$ cat config.mk
export PLATFORM = sky130hd
export DESIGN_NAME = apb_rr_manager
export DESIGN_NICKNAME = d
export VERILOG_FILES = /design/src/rtl/apb_rr_manager.sv
export SDC_FILE = /design/constraint.sdc
export NUM_CORES = 1
export LEC_CHECK = 0
export CAP_MARGIN = 10
export CORE_AREA = 2 2 115 117
export CTS_CLUSTER_DIAMETER = 30
export CTS_CLUSTER_SIZE = 8
export DETAILED_ROUTE_END_ITERATION = 16
export DIE_AREA = 0 0 117 119
export HOLD_SLACK_MARGIN = 0.03
export PLACE_DENSITY = 0.8
export SLEW_MARGIN = 20
export SYNTH_ARGS = -nofsm -noshare
export SYNTH_HDL_FRONTEND = slang
export SYNTH_SLANG_ARGS = --single-unit
$ cat constraint.sdc
create_clock -name clk -period 2.8 [get_ports clk]
set_input_delay 0.42 -clock clk [delete_from_list [all_inputs] [get_ports clk]]
set_output_delay 0.42 -clock clk [all_outputs]
set_load 0.005 [all_outputs]
$ cat src/rtl/apb_rr_manager.sv
// apb_rr_manager: round-robin arbiter sharing one APB manager port among NumReq requesters.
// Optional ACCESS-phase timeout enabled by defining APB_RR_TIMEOUT_EN.
module apb_rr_manager #(
  parameter int AddrWidth     = 32,
  parameter int DataWidth     = 32,
  parameter int NumReq        = 2,
  parameter int TimeoutCycles = 256
) (
  input  logic                        clk,
  input  logic                        nReset,
  input  logic [NumReq-1:0]           reqValid,
  input  logic [NumReq-1:0]           reqWrite,
  input  logic [NumReq*AddrWidth-1:0] reqAddr,
  input  logic [NumReq*DataWidth-1:0] reqWData,
  input  logic [NumReq*DataWidth/8-1:0] reqStrb,
  input  logic [NumReq*4-1:0]         reqProt,
  output logic [NumReq-1:0]           reqAck,
  output logic [NumReq-1:0]           respValid,
  output logic [DataWidth-1:0]        respRData,
  output logic                        respErr,
  output logic [AddrWidth-1:0]        addr,
  output logic [3:0]                  prot,
  output logic                        selector_0,
  output logic                        enable,
  output logic                        write,
  output logic [DataWidth-1:0]        wData,
  output logic [DataWidth/8-1:0]      strb,
  input  logic                        ready,
  input  logic [DataWidth-1:0]        rData,
  input  logic                        slvError
);
  localparam int SW = DataWidth / 8;
  localparam int PW = $clog2(NumReq);
  if (DataWidth != 8 && DataWidth != 16 && DataWidth != 32) begin : g_dw_chk
    $error("DataWidth must be 8, 16 or 32");
  end
  if (NumReq < 2 || NumReq > 8) begin : g_nr_chk
    $error("NumReq must be 2 to 8");
  end
  if (TimeoutCycles < 1) begin : g_to_chk
    $error("TimeoutCycles must be positive");
  end
  typedef enum logic [1:0] {IDLE, SETUP, ACCESS} state_t;
  state_t state, state_nx;
  logic [PW-1:0] ptr, gnt, win, idx;
  logic any, gap, grant, fire, timeout;
`ifdef APB_RR_TIMEOUT_EN
  localparam int CW = $clog2(TimeoutCycles + 1);
  logic [CW-1:0] cnt;
  always_ff @(posedge clk)
    if (!nReset || state != ACCESS) cnt <= '0;
    else if (!ready) cnt <= cnt + 1'b1;
  assign timeout = (cnt == CW'(TimeoutCycles)) && !ready;
`else
  assign timeout = 1'b0;
`endif
  // Descending scan so the lowest offset from ptr is the one left standing.
  always_comb begin
    win = '0;
    idx = '0;
    any = 1'b0;
    for (int i = NumReq - 1; i >= 0; i--) begin
      idx = PW'((int'(ptr) + i) % NumReq);
      if (reqValid[idx]) begin
        win = idx;
        any = 1'b1;
      end
    end
  end
  // gap holds off a grant for one IDLE cycle after every response.
  assign grant = nReset && state == IDLE && any && !gap;
  assign fire  = nReset && state == ACCESS && (ready || timeout);
  assign reqAck     = grant ? NumReq'(1) << win : '0;
  assign respValid  = fire ? NumReq'(1) << gnt : '0;
  assign respRData  = (fire && ready && !write) ? rData : '0;
  assign respErr    = fire && (ready ? slvError : 1'b1);
  assign selector_0 = state != IDLE;
  assign enable     = state == ACCESS;
  always_comb begin
    state_nx = state == IDLE ? (grant ? SETUP : IDLE) :
               state == SETUP ? ACCESS : (fire ? IDLE : ACCESS);
  end
  always_ff @(posedge clk)
    if (!nReset) state <= IDLE;
    else state <= state_nx;
  always_ff @(posedge clk)
    if (!nReset) begin
      ptr   <= '0;
      gnt   <= '0;
      gap   <= 1'b0;
      addr  <= '0;
      prot  <= '0;
      write <= 1'b0;
      wData <= '0;
      strb  <= '0;
    end else begin
      gap <= fire;
      if (grant) begin
        gnt   <= win;
        addr  <= reqAddr[win*AddrWidth +: AddrWidth];
        prot  <= reqProt[win*4 +: 4];
        write <= reqWrite[win];
        wData <= reqWData[win*DataWidth +: DataWidth];
        strb  <= reqWrite[win] ? reqStrb[win*SW +: SW] : '0;
      end
      if (fire) ptr <= (gnt == PW'(NumReq - 1)) ? '0 : gnt + 1'b1;
    end
endmodule

==> results of run 1 <==
## registers in the layout, indices dropped and copies added, names as in the netlist
name,count
gap,1
state,2
addr,32
prot,4
strb,4
write,1
ptr,1
gnt,1
wData,32
## cell usage in the layout (no fill, tap or decap)
cell | netlist | final
sky130_fd_sc_hd__and2_4 | 1 | 1
sky130_fd_sc_hd__or2_2 | 1 | 1
sky130_fd_sc_hd__clkinv_4 | 0 | 1
sky130_fd_sc_hd__nor4b_2 | 1 | 1
sky130_fd_sc_hd__inv_1 | 3 | 3
sky130_fd_sc_hd__nand3b_1 | 1 | 1
sky130_fd_sc_hd__a221o_1 | 68 | 68
sky130_fd_sc_hd__and2_2 | 0 | 1
sky130_fd_sc_hd__and2_1 | 104 | 103
sky130_fd_sc_hd__o21ai_0 | 6 | 6
sky130_fd_sc_hd__mux2_2 | 4 | 4
sky130_fd_sc_hd__a211oi_1 | 1 | 1
sky130_fd_sc_hd__clkinv_2 | 0 | 2
sky130_fd_sc_hd__buf_12 | 0 | 2
sky130_fd_sc_hd__a21oi_1 | 2 | 2
sky130_fd_sc_hd__nor2_1 | 3 | 3
sky130_fd_sc_hd__o211a_1 | 1 | 1
sky130_fd_sc_hd__nor2b_1 | 3 | 3
sky130_fd_sc_hd__o21bai_1 | 1 | 1
sky130_fd_sc_hd__o21a_1 | 1 | 1
sky130_fd_sc_hd__nand2_1 | 9 | 9
sky130_fd_sc_hd__o21ai_1 | 2 | 2
sky130_fd_sc_hd__buf_4 | 0 | 4
sky130_fd_sc_hd__clkbuf_1 | 15 | 2
sky130_fd_sc_hd__dfxtp_1 | 78 | 78
sky130_fd_sc_hd__bufinv_16 | 0 | 1
sky130_fd_sc_hd__clkdlybuf4s50_1 | 0 | 295
sky130_fd_sc_hd__nand3_1 | 5 | 5
sky130_fd_sc_hd__clkbuf_16 | 0 | 9
## critical path, delay by kind of cell
family | cells | cell delay, ns
buffers and inverters | 3 | 1.11
AND/OR/NAND/NOR | 2 | 0.45
AO/OA/AOI/OAI | 1 | 0.13
## per-layer routing
metal  share of wire  global-route usage  vias to the layer above  routed length, microns
met2            0.52               0.329                      187                    6900
met3           0.078              0.0448                       19                    1020
met1            0.38               0.197                     1733                    5020
li1                -                   -                     1747                       -
met4           0.018              0.0559                        2                     239
met5          0.0011                   0                        -                      14
## layout make-up
type                            instances  area (sq um)
Multi-Input combinational cell        214          1590
Sequential cell                        78          1560
Clock inverter                          4          48.8
Inverter                                3          11.3
Tap cell                              176           220
Fill cell                            1138          6190
Timing Repair Buffer                  301          3020
Clock buffer                           11           233
## how the worst min path moves through the flow
stage,end,slack (ns),depth (start not counted)
2_1_floorplan,strb[0],0.47,2
3_3_place_gp,strb[3],0.46,2
3_5_place_dp,wData[14],0.47,1
4_1_cts,strb[3],0.47,2
5_1_grt,strb[3],0.50,2
6_report,strb[3],0.47,2
## power by group through the flow
stage / sequential (mW) / clock (mW) / combinational, mW
after global placement: 1.35 / 0 / 0.834
after detailed placement: 1.35 / 0 / 0.850
after global routing: 1.35 / 1.20 / 0.902
final: 1.33 / 1.13 / 0.845
after CTS: 1.33 / 1.16 / 0.855
after floorplan: 1.36 / 0 / 0.240
## logic make-up after synthesis
logic type / synth area share
and+or+nand+nor: 0.235
buffers and inverters: 0.0495
muxes: 0.0136
AOI/OAI and AO/OA: 0.231
DFF: 0.472
## per-stage QoR
step	setup slack, ns	power [mW]	hold slack (ns)	area, sq um
floorplan	1.01	1.59	0.466	3310
global placement	0.299	2.18	0.459	6400
detailed placement	0.266	2.20	0.467	6400
CTS	0.256	3.34	0.475	6680
global route	0.0904	3.45	0.495	6680
finish	0.261	3.30	0.470	6680
==> results.txt, run 1 <==
The wire-length estimate of the detail-placed layout is 10200 microns. The pin slew with the least headroom to its limit came out at 0.792 ns. The most critical setup path has its startpoint at nReset. For this configuration, the core starts out at a cell density of 0.257. Dividing the synthesized area by the synthesized cell count gives 10.2 sq um.

The number of setup buffers added after CTS is 0. TritonCTS built the clock tree. The number of global-route vias before repair is 3695. The ratio of final minimum period to clock period is 0.907. Setup slack on the worst reg-to-reg path comes out at 0.88 ns. The worst-case IR drop observed on VDD is 0.237 mV.

The routability-driven placement congestion ratio is 0.910. The Yosys step of the flow raised 0 warnings. The maximum net fanout on the critical path is 3. The run finished with clean final reports. The startpoint of the worst hold path is strb[3]. The number of top-level design ports is 296. 0 antenna diodes ended up in the layout. Of the total power, the clock network draws 0.341.

Row generation in the floorplan step produced 42 rows. The count of pins over their slew limit came out at 0. The path class of the tightest hold or removal check is register to register.

The die outline height came out at 119 microns. The netlist area before placement is 3310 sq um. The post-synthesis cell count is 323. The maximum level of the CTS H-tree is 3. The number of antenna violations at the first check in global routing came out at 1.

The most prevalent standard cell on the critical path is sky130_fd_sc_hd__clkdlybuf4s50_1. The top achievable clock speed came out at 394 MHz. Leaving out filler cells and counting taps, the final layout contains 787.

The fraction of layout instances using a drive strength above 1 is 0.0442. Counting flops with a built-in enable in the synthesized netlist gives 0. The count of final hold-check violations came out at 0. In this run, post-CTS repair resized a total of 0 instances. The standby leakage power came out at 2.59 nW.

After detailed placement, the design holds a cell count of 772. The clock slew at the register clock pins of the worst setup and hold paths is 0.05 ns. Of all cell types, the one taking the most synthesized area is sky130_fd_sc_hd__dfxtp_1. The synthesized netlist contains 23 unique library cells. The worst setup path is of the input pin to output port kind. The final layout contains 791 nets.

Of the post-synthesis cell area, the dominant cell type holds 0.472. After detailed routing, the number of vias per cell comes to 4.69. The total DRC errors in the routed layout came out at 0.

The share of total power dissipated in combinational logic is 0.256. The full die area is 13900 sq um. By instance count, the leading cell after synthesis is sky130_fd_sc_hd__and2_1.

The flip-flop and latch count after synthesis is 78. The detailed router finished its first iteration with 191 violations. The horizontal extent of the die is 117 microns. Setup violations remaining at the end of the flow were counted as 0. The dominant register cell in the synthesized netlist is sky130_fd_sc_hd__dfxtp_1. The longest clock path from root to sink contains 2 buffers. For the worst flop-to-flop path, the logic depth is 5. The number of nets with antenna violations after routing is 0.

The pin count of the biggest net entering global routing is 70. In this run the critical register-to-register path is launched from state[0]. The clock net in this run drives a total of 78 sinks. The max-capacitance violation count is 0.

The first TritonRoute pass finished after 4 iterations. The placeable core region is 12900 sq um. For this run, the total global-route usage over all layers was measured as 0.179. The power density over the cells came out at 494 nW/um^2.

The root buffer cell chosen for the clock tree is sky130_fd_sc_hd__clkbuf_16. The category of the worst setup path launch point is an input pin. The number of vias in the routed layout is 3688. In this run the power spent charging and discharging nets is 0.774 mW.

The largest stage delay on the critical path is 0.51 ns. The most critical setup path has its endpoint at reqAck[0]. The clock skew after layout is 0.00920 ns.

Sorting the synthesized cells by area gives the leading types as sky130_fd_sc_hd__dfxtp_1, sky130_fd_sc_hd__a221o_1, sky130_fd_sc_hd__and2_1, sky130_fd_sc_hd__buf_6, sky130_fd_sc_hd__clkbuf_1. The net switching share of the total power came out at 0.234. Of the total power, registers draw 0.403.

The detailed-route wire length came out at 13200 microns. The signal on the critical path passes through clkdlybuf4s50_1, nor4b_2, o21ai_1, inv_1, and2_2, clkdlybuf4s50_1. The worst slew margin relative to its limit is 0.472. The internal portion of total power came out at 2.53 mW. In the synthesized netlist, the cells that appear most often are sky130_fd_sc_hd__and2_1, sky130_fd_sc_hd__dfxtp_1, sky130_fd_sc_hd__a221o_1, sky130_fd_sc_hd__clkbuf_1, sky130_fd_sc_hd__nand2_1. Global routing finished with a remaining overflow of 0. The synthesized netlist net count came out at 507. The setup TNS after final layout is 0 ns. The required time at the worst-slack endpoint came out at 2.38 ns. The worst path arrival time came out at 2.12 ns. The clock buffer count from CTS came out at 9. The number of I/O port buffers came out at 295. The final critical-path required period is 2.54 ns. STA classifies the critical path endpoint as an output port. The average wire per cell in the routed design came out at 16.8 microns. For the worst-skew pair, the clock arrives at the later sink with an insertion delay of 0.33 ns. The endpoint of the most critical register-to-register path is addr[0]. Setup repair after global routing left no endpoint under its margin. The layout overhead on the synthesized area is 102%. The global-route wire length before repair came out at 19200 microns. The fraction of registers with async set/reset is 0.

The slowest stage cell on the critical path is sky130_fd_sc_hd__clkdlybuf4s50_1. At the end of the flow the core is filled with cells to 0.519. For this run, the register share of the synthesized area comes to 0.472. The post-cts hold buffer count came out at 0.
Note: power is estimated with default switching activity, not from simulation.
==> run 2, diff against run 1 <==
- CELL_PAD_IN_SITES_DETAIL_PLACEMENT: default -> 1
- CELL_PAD_IN_SITES_GLOBAL_PLACEMENT: default -> 1
- CORE_AREA: 2 2 115 117 -> default
- CORE_ASPECT_RATIO: default -> 0.9
- CORE_UTILIZATION: default -> 19
- DIE_AREA: 0 0 117 119 -> default
- PLACE_DENSITY: 0.8 -> 0.86
- TNS_END_PERCENT: default -> 30
- clock period: 2.8 -> 2.1 ns (I/O delays scaled with it)
==> run 2 against run 1 <==
Against the previous run:
- critical path depth did not move
- wire length rose by 5.8%
- via count rose by 1.5%
- global-route usage fell by 2.3 points
- the run now ends with negative setup slack left
- power rose by 44%
- die area rose by 29%
==> results.txt, run 2 (same netlist as run 1, synthesis figures left out) <==
The total power consumption of the routed design is 4.74 mW (+44%). The number of fill cells in the layout was 1874 (+65%). The most common library cell in the layout ignoring fill and taps is sky130_fd_sc_hd__clkdlybuf4s50_1. The full die area is 18000 sq um (+29%). The routability-driven placement congestion ratio was 0.732 (-19%). The cell row count is 45 (+7.1%). The total grt overflow is 0 (unchanged). The startpoint identified for the worst register-to-register timing path is state[0].

The number of nets in the layout was 805 (+1.8%). The critical path start-end classification is input pin to output port. The number of search-and-repair iterations in the first detailed-routing pass came out at 6 (+2). The number of design-rule violations left by the first detailed-router iteration came out at 94 (-51%).

The detailed-route wire length came out at 14000 microns (+5.8%). The pin count of the biggest net entering global routing is 69 (-1.4%). The ratio of final minimum period to clock period is 1.05. The tree is rooted in a sky130_fd_sc_hd__clkbuf_16.

The antenna diode count was 0 (unchanged). The number of vias in the routed layout came out at 3743 (+1.5%). The horizontal extent of the die came out at 141 microns (+21%). The cell count after placement came out at 841 (+8.9%). The count of final hold-check violations came out at 0 (unchanged).

The worst slew margin relative to its limit came out at 0.622 (+0.150). The worst vdd rail ir drop came out at 0.358 mV (+51%). The post-cts hold buffer count came out at 0 (unchanged). The global-route wire length before repair came out at 21500 microns (+12%). The non-filler instance count after layout is 861 (+9.4%). The final critical-path required period came out at 2.20 ns. The max-capacitance violation count is 0 (unchanged). The clock skew after layout is 0.00875 ns (-0.000448 ns). The overall track demand over capacity in global routing came to 0.155 (-0.0232). The initial standard-cell utilization of the core is 0.195 (-0.0618).

The top cell types in the final layout, fill and taps aside, are sky130_fd_sc_hd__clkdlybuf4s50_1, sky130_fd_sc_hd__and2_1, sky130_fd_sc_hd__dfxtp_1, sky130_fd_sc_hd__a221o_1, sky130_fd_sc_hd__dlygate4sd2_1. The worst min-delay path category is register to register. The number of I/O port buffers came out at 295 (unchanged). The number of top-level design ports is 296 (unchanged). The category of the worst setup path launch point is an input pin.

The largest stage delay on the critical path is 0.56 ns (+0.05 ns). The count of clock tree sinks is 78 (unchanged). The slowest stage of the critical path belongs to the cell sky130_fd_sc_hd__clkdlybuf4s50_1.

In this design, the largest share of critical-path delay is due to buffers and inverters. The number of nets with antenna violations after routing came out at 0 (unchanged). The clock slew at the register clock pins of the worst setup and hold paths came out at 0.06 ns (about the same). By instance count, the cell type seen most on the critical path is sky130_fd_sc_hd__clkdlybuf4s50_1. The final reports fail on negative setup slack.

The estimated wirelength of the detail-placed design is 10800 microns (+5.3%). The die outline height is 127 microns (+6.9%). The layout overhead on the synthesized area came out at 110%. The number of antenna violations at the first check in global routing came out at 0 (-1). The required time at the worst-slack endpoint is 1.78 ns (-0.60 ns). The fraction of layout instances using a drive strength above 1 came out at 0.0895 (+0.0453). The maximum clock path buffer count came out at 2 (unchanged).

The maximum level of the CTS H-tree is 3 (unchanged). The placeable core region is 16900 sq um (+32%). Setup repair after global routing could not meet its margin everywhere. The number of buffers and inverters on the critical path came to 3 (unchanged).

The number of failing setup endpoints in the final timing report came out at 4 (+4). The standby leakage power was 2.89 nW (+11%). The startpoint identified for the worst hold timing path is strb[3]. The worst setup path is captured at an output port. The slack of the critical path was -0.103 ns (-0.364 ns). The flow ran to the end, but the final reports show violations. The largest registers in the layout are addr x32, wData x32.

The clock buffer count from CTS is 9 (unchanged). The worst path arrival time was 1.89 ns (-0.23 ns). The top achievable clock speed came out at 454 MHz.

The signal on the critical path passes through clkdlybuf4s50_1, nand3_4, nor2_4, buf_4, and2_1, clkdlybuf4s50_1. The via-per-instance ratio is 4.35 (-7.2%). The total DRC errors in the routed layout came out at 0 (unchanged).

The maximum net fanout on the critical path was 4 (+1). The pin slew with the least headroom to its limit was 0.567 ns (-0.225 ns). The number of global-route vias before repair is 3874 (+4.8%). The worst setup path startpoint is nReset. The count of pins over their slew limit is 0 (unchanged). TritonCTS built the clock tree. The average wire per cell in the routed design came to 16.2 microns (-3.3%). The power density over the cells is 681 nW/um^2 (+38%). The clock latency of the later-clocked register in the worst-skew pair came out at 0.34 ns (about the same).
[run 2: changes by cell type in the layout (fill, tap and decap cells not counted), moves of 2 or more]
cell                              before  now
sky130_fd_sc_hd__buf_6                 0    3
sky130_fd_sc_hd__buf_4                 4   12
sky130_fd_sc_hd__bufinv_16             1    3
sky130_fd_sc_hd__clkbuf_2              0    7
sky130_fd_sc_hd__clkdlybuf4s50_1     295  262
sky130_fd_sc_hd__clkinv_2              2    0
sky130_fd_sc_hd__dfxtp_1              78   76
sky130_fd_sc_hd__dlygate4sd2_1         0   17
sky130_fd_sc_hd__buf_12                2    4
sky130_fd_sc_hd__dlymetal6s2s_1        0    5
sky130_fd_sc_hd__clkdlybuf4s15_1       0    4
[run 2: power by group]
part / internal [mW] / switching, mW
logic: 0.815 / 0.338
clock network: 1.17 / 0.647
registers: 1.67 / 0.109
total: 3.65 / 1.09
[run 2: repair_timing]
| action | in CTS | in global routing |
|---|---|---|
| setup endpoints to repair | 37 | 91 |
| pin swaps | 2 | 1 |
| gates resized for setup | 40 | 29 |
| cloned | 1 | 1 |
| setup buffers | 1 | 1 |
[run 2: area by class of cell]
class,count,area (sq um),share of cell area
inverters,3,11.3,0.00162
multi-input cells,214,1630,0.233
clock buffers,11,233,0.0334
flip-flops and latches,78,1570,0.225
repair buffers,315,3130,0.449
well taps,235,294,0.0422
clock inverters,5,108,0.0154
[run 2: worst paths after layout]
| kind | endpoint | slack, ns | depth (start not counted) |
|---|---|---|---|
| worst max-delay path | respRData[31] | -0.10 | 6 |
| worst min-delay path | strb[3] | 0.48 | 2 |
| worst max register to register | wData[29] | 0.28 | 6 |
| worst min register to register | strb[3] | 0.48 | 2 |
[run 2: worst min-delay path, delay by kind of cell, from the launching register on]
| family | cells | cell delay (ns) |
|---|---|---|
| AO/OA/AOI/OAI | 1 | 0.06 |
| flip-flops | 1 | 0.31 |
| AND/OR/NAND/NOR | 1 | 0.06 |
[run 2: stage by stage]
stage / setup TNS [ns] / instance area [sq um] / utilization / hold slack, ns / worst slack (ns)
after floorplan: 0 / 3310 / - / 0.454 / 0.323
after global placement: -22.71 / 6580 / 0.388 / 0.465 / -0.277
after detailed placement: -27.05 / 6580 / 0.388 / 0.467 / -0.352
after CTS: -1.28 / 6940 / 0.410 / 0.483 / -0.163
after global routing: -1.67 / 6970 / 0.411 / 0.499 / -0.197
final: -0.337 / 6970 / 0.411 / 0.477 / -0.103
[run 2: routing by layer]
| metal | part of all wire | global-route usage | up-vias |
|---|---|---|---|
| met3 | 0.067 | 0.0461 | 20 |
| met1 | 0.40 | 0.175 | 1790 |
| met5 | 0 | 0 | - |
| met2 | 0.51 | 0.277 | 159 |
| met4 | 0.019 | 0.0543 | 0 |
| li1 | - | - | 1774 |
==> run 3, diff against run 2 <==
- PLACE_DENSITY: 0.86 -> default
- PLACE_DENSITY_LB_ADDON: default -> 0.12
==> run 3 against run 2 <==
Against the previous run:
- the run still ends with negative setup slack left
- clock-buffer cell count unchanged
- clock power down 8%
- critical endpoint is now reqAck[0]
- non-clock buffer count up 7
- global-route usage up 0.38 points
- power down 2.4%
- clock skew down 0.0046 ns
- fmax up 0.52%
- worst setup slack better by 0.011 ns
- sequential power about the same
- cell area up 1.0%
==> results.txt, run 3 (same netlist as run 1, synthesis figures left out) <==
The worst path arrival time is 1.88 ns (about the same). The slack of the critical path came out at -0.0918 ns (+0.0114 ns). The via-per-instance ratio came out at 4.32 (-0.57%).

The top achievable clock speed was 456 MHz (+0.52%). The initial standard-cell utilization of the core is 0.195 (unchanged). In this run the clock root is driven by a sky130_fd_sc_hd__clkbuf_16. The count of clock tree sinks was 78 (unchanged). The pin count of the biggest net entering global routing came out at 50 (-28%). The critical path is of the register to output port type. The worst slew margin relative to its limit was 0.680 (+0.0583). The worst min-delay path category is register to register. The worst vdd rail ir drop is 0.354 mV (-0.96%). The cell count after placement came out at 846 (+0.59%).

The pin slew with the least headroom to its limit came out at 0.480 ns (-0.0875 ns). The number of design-rule violations left by the first detailed-router iteration came to 76 (-19%). The average wire per cell in the routed design came out at 16.7 microns (+3.1%). The post-cts hold buffer count is 0 (unchanged). The run finished, with violations left.

The number of global-route vias before repair was 4034 (+4.1%). The number of failing setup endpoints in the final timing report was 1 (-3). The final critical-path required period is 2.19 ns (-0.0114 ns). The number of antenna violations at the first check in global routing is 0 (unchanged). The maximum clock path buffer count is 2 (unchanged). Setup repair after global routing could not meet its margin everywhere.

In the layout the commonest cells are sky130_fd_sc_hd__clkdlybuf4s50_1, sky130_fd_sc_hd__and2_1, sky130_fd_sc_hd__dfxtp_1, sky130_fd_sc_hd__a221o_1, sky130_fd_sc_hd__buf_4. The number of vias in the routed layout is 3752 (+0.24%). The maximum net fanout on the critical path was 5 (+1). The overall track demand over capacity in global routing is 0.159 (+0.00380). The number of nets with antenna violations after routing came out at 0 (unchanged). The die outline height is 127 microns (unchanged). The worst setup path is captured at an output port. The total grt overflow is 0 (unchanged). The non-filler instance count after layout came out at 868 (+0.81%). The count of pins over their slew limit is 0 (unchanged).

The power density over the cells came out at 658 nW/um^2 (-3.4%). The clock skew after layout came out at 0.00411 ns (-0.00464 ns). The routability-driven placement congestion ratio was 0.734 (+0.26%).

The global-route wire length before repair is 21900 microns (+1.7%). The register share of total power came to 0.384 (+0.009). The share of power burned in the clock network is 0.360 (-0.022). The worst setup path is launched from a register. The count of final hold-check violations is 0 (unchanged). The maximum level of the CTS H-tree came out at 3 (unchanged). The number of top-level design ports came to 296 (unchanged). The combinational fraction of design power is 0.256 (+0.013).

In the final layout, the registers with the most flip-flops are addr x32, wData x32. The fraction of layout instances using a drive strength above 1 is 0.114 (+0.0243). The library cell used most frequently in the layout, excluding fill and tap cells, is sky130_fd_sc_hd__clkdlybuf4s50_1. The number of buffers and inverters on the critical path is 2 (-1). The full die area is 18000 sq um (unchanged). The number of search-and-repair iterations in the first detailed-routing pass came out at 4 (-2).

The max-capacitance violation count is 0 (unchanged). The kind of cell with the highest combined delay along the critical path is buffers and inverters. The largest stage delay on the critical path came out at 0.52 ns (-0.04 ns).

The antenna diode count came to 0 (unchanged). The worst setup timing slack at the placement stage is -0.245 ns (+0.108 ns). The standby leakage power is 3.09 nW (+7.0%). The clock slew at the register clock pins of the worst setup and hold paths is 0.06 ns (about the same). The cell row count came out at 45 (unchanged). The switching power total came to 1.08 mW (-0.92%). The required time at the worst-slack endpoint came to 1.78 ns (about the same). The clock latency of the later-clocked register in the worst-skew pair is 0.33 ns (about the same). The internal portion of total power is 3.55 mW (-2.9%). The number of I/O port buffers came to 295 (unchanged). The clock buffer count from CTS came out at 9 (unchanged). The ratio of final minimum period to clock period is 1.04 (-0.00544). TritonCTS built the clock tree. The horizontal extent of the die came out at 141 microns (unchanged). The number of nets in the layout is 812 (+0.87%). The signal on the critical path passes through nor4b_4, o21ai_2, inv_1, and2_2, clkdlybuf4s50_1.

The placeable core region came to 16900 sq um (unchanged). The total DRC errors in the routed layout came out at 0 (unchanged). Compared with the post-synthesis result, the final layout area differs by 113%. The detailed-route wire length came out at 14500 microns (+3.9%). On the critical path, the stage with the largest delay is an instance of sky130_fd_sc_hd__clkdlybuf4s50_1. The final reports fail on negative setup slack. The estimated wirelength of the detail-placed design is 11000 microns (+2.5%). The net switching share of the total power is 0.234 (+0.00354).
-- run 3: path summary, 6_finish.rpt --
| check | start | end | slack, ns | cells past startpoint |
|---|---|---|---|---|
| worst max register to register | state[0] | wData[4] | 0.34 | 6 |
| worst max-delay path | state[0] | reqAck[0] | -0.09 | 5 |
| worst min-delay path | strb[3] | strb[3] | 0.48 | 2 |
| worst min register to register | strb[3] | strb[3] | 0.48 | 2 |
-- run 3: power groups by stage --
stage               Clock, mW  Combinational (mW)  Sequential [mW]
floorplan                   0               0.320             1.81
global placement            0                1.18             1.79
detailed placement          0                1.19             1.80
CTS                      1.74                1.21             1.78
global route             1.79                1.27             1.80
finish                   1.67                1.18             1.78
-- run 3: final cells by class --
class                   instances  area [sq um]
fillers                      1881          9910
repair buffers                322          3220
multi-input cells             214          1630
flip-flops and latches         78          1570
well taps                     235           294
clock buffers                  11           233
clock inverters                 5          83.8
inverters                       3          11.3
-- run 3: stage by stage --
| stage | total power, mW | TNS, ns | utilization | hold WS, ns | area, sq um |
|---|---|---|---|---|---|
| detailed placement | 2.99 | -16.85 | 0.391 | 0.471 | 6630 |
| CTS | 4.73 | -3.94 | 0.415 | 0.484 | 7030 |
| global placement | 2.97 | -12.04 | 0.391 | 0.460 | 6630 |
| floorplan | 2.13 | 0 | - | 0.454 | 3310 |
| global route | 4.86 | -0.264 | 0.415 | 0.504 | 7040 |
| finish | 4.63 | -0.0918 | 0.415 | 0.478 | 7040 |
-- run 3: worst min-delay path, stage by stage, from the launching register on --
cell and delay (ns):
sky130_fd_sc_hd__dfxtp_1 0.31, sky130_fd_sc_hd__nand3_1 0.06, sky130_fd_sc_hd__o21ai_0 0.06
-- run 3: metal layers --
layer  global-route usage  part of all wire  up-vias
met5                    0                 0        -
met4               0.0518             0.019        0
met3               0.0566             0.075       15
met2                0.282              0.50      153
met1                0.177              0.40     1785
li1                     -                 -     1799
-- run 3: what timing repair did --
| action | in CTS | in global routing |
|---|---|---|
| buffers inserted | 2 | 2 |
| pin swaps | 0 | 2 |
| gates resized for setup | 29 | 60 |
| gates cloned | 2 | 0 |
| endpoints found under the setup margin | 37 | 34 |
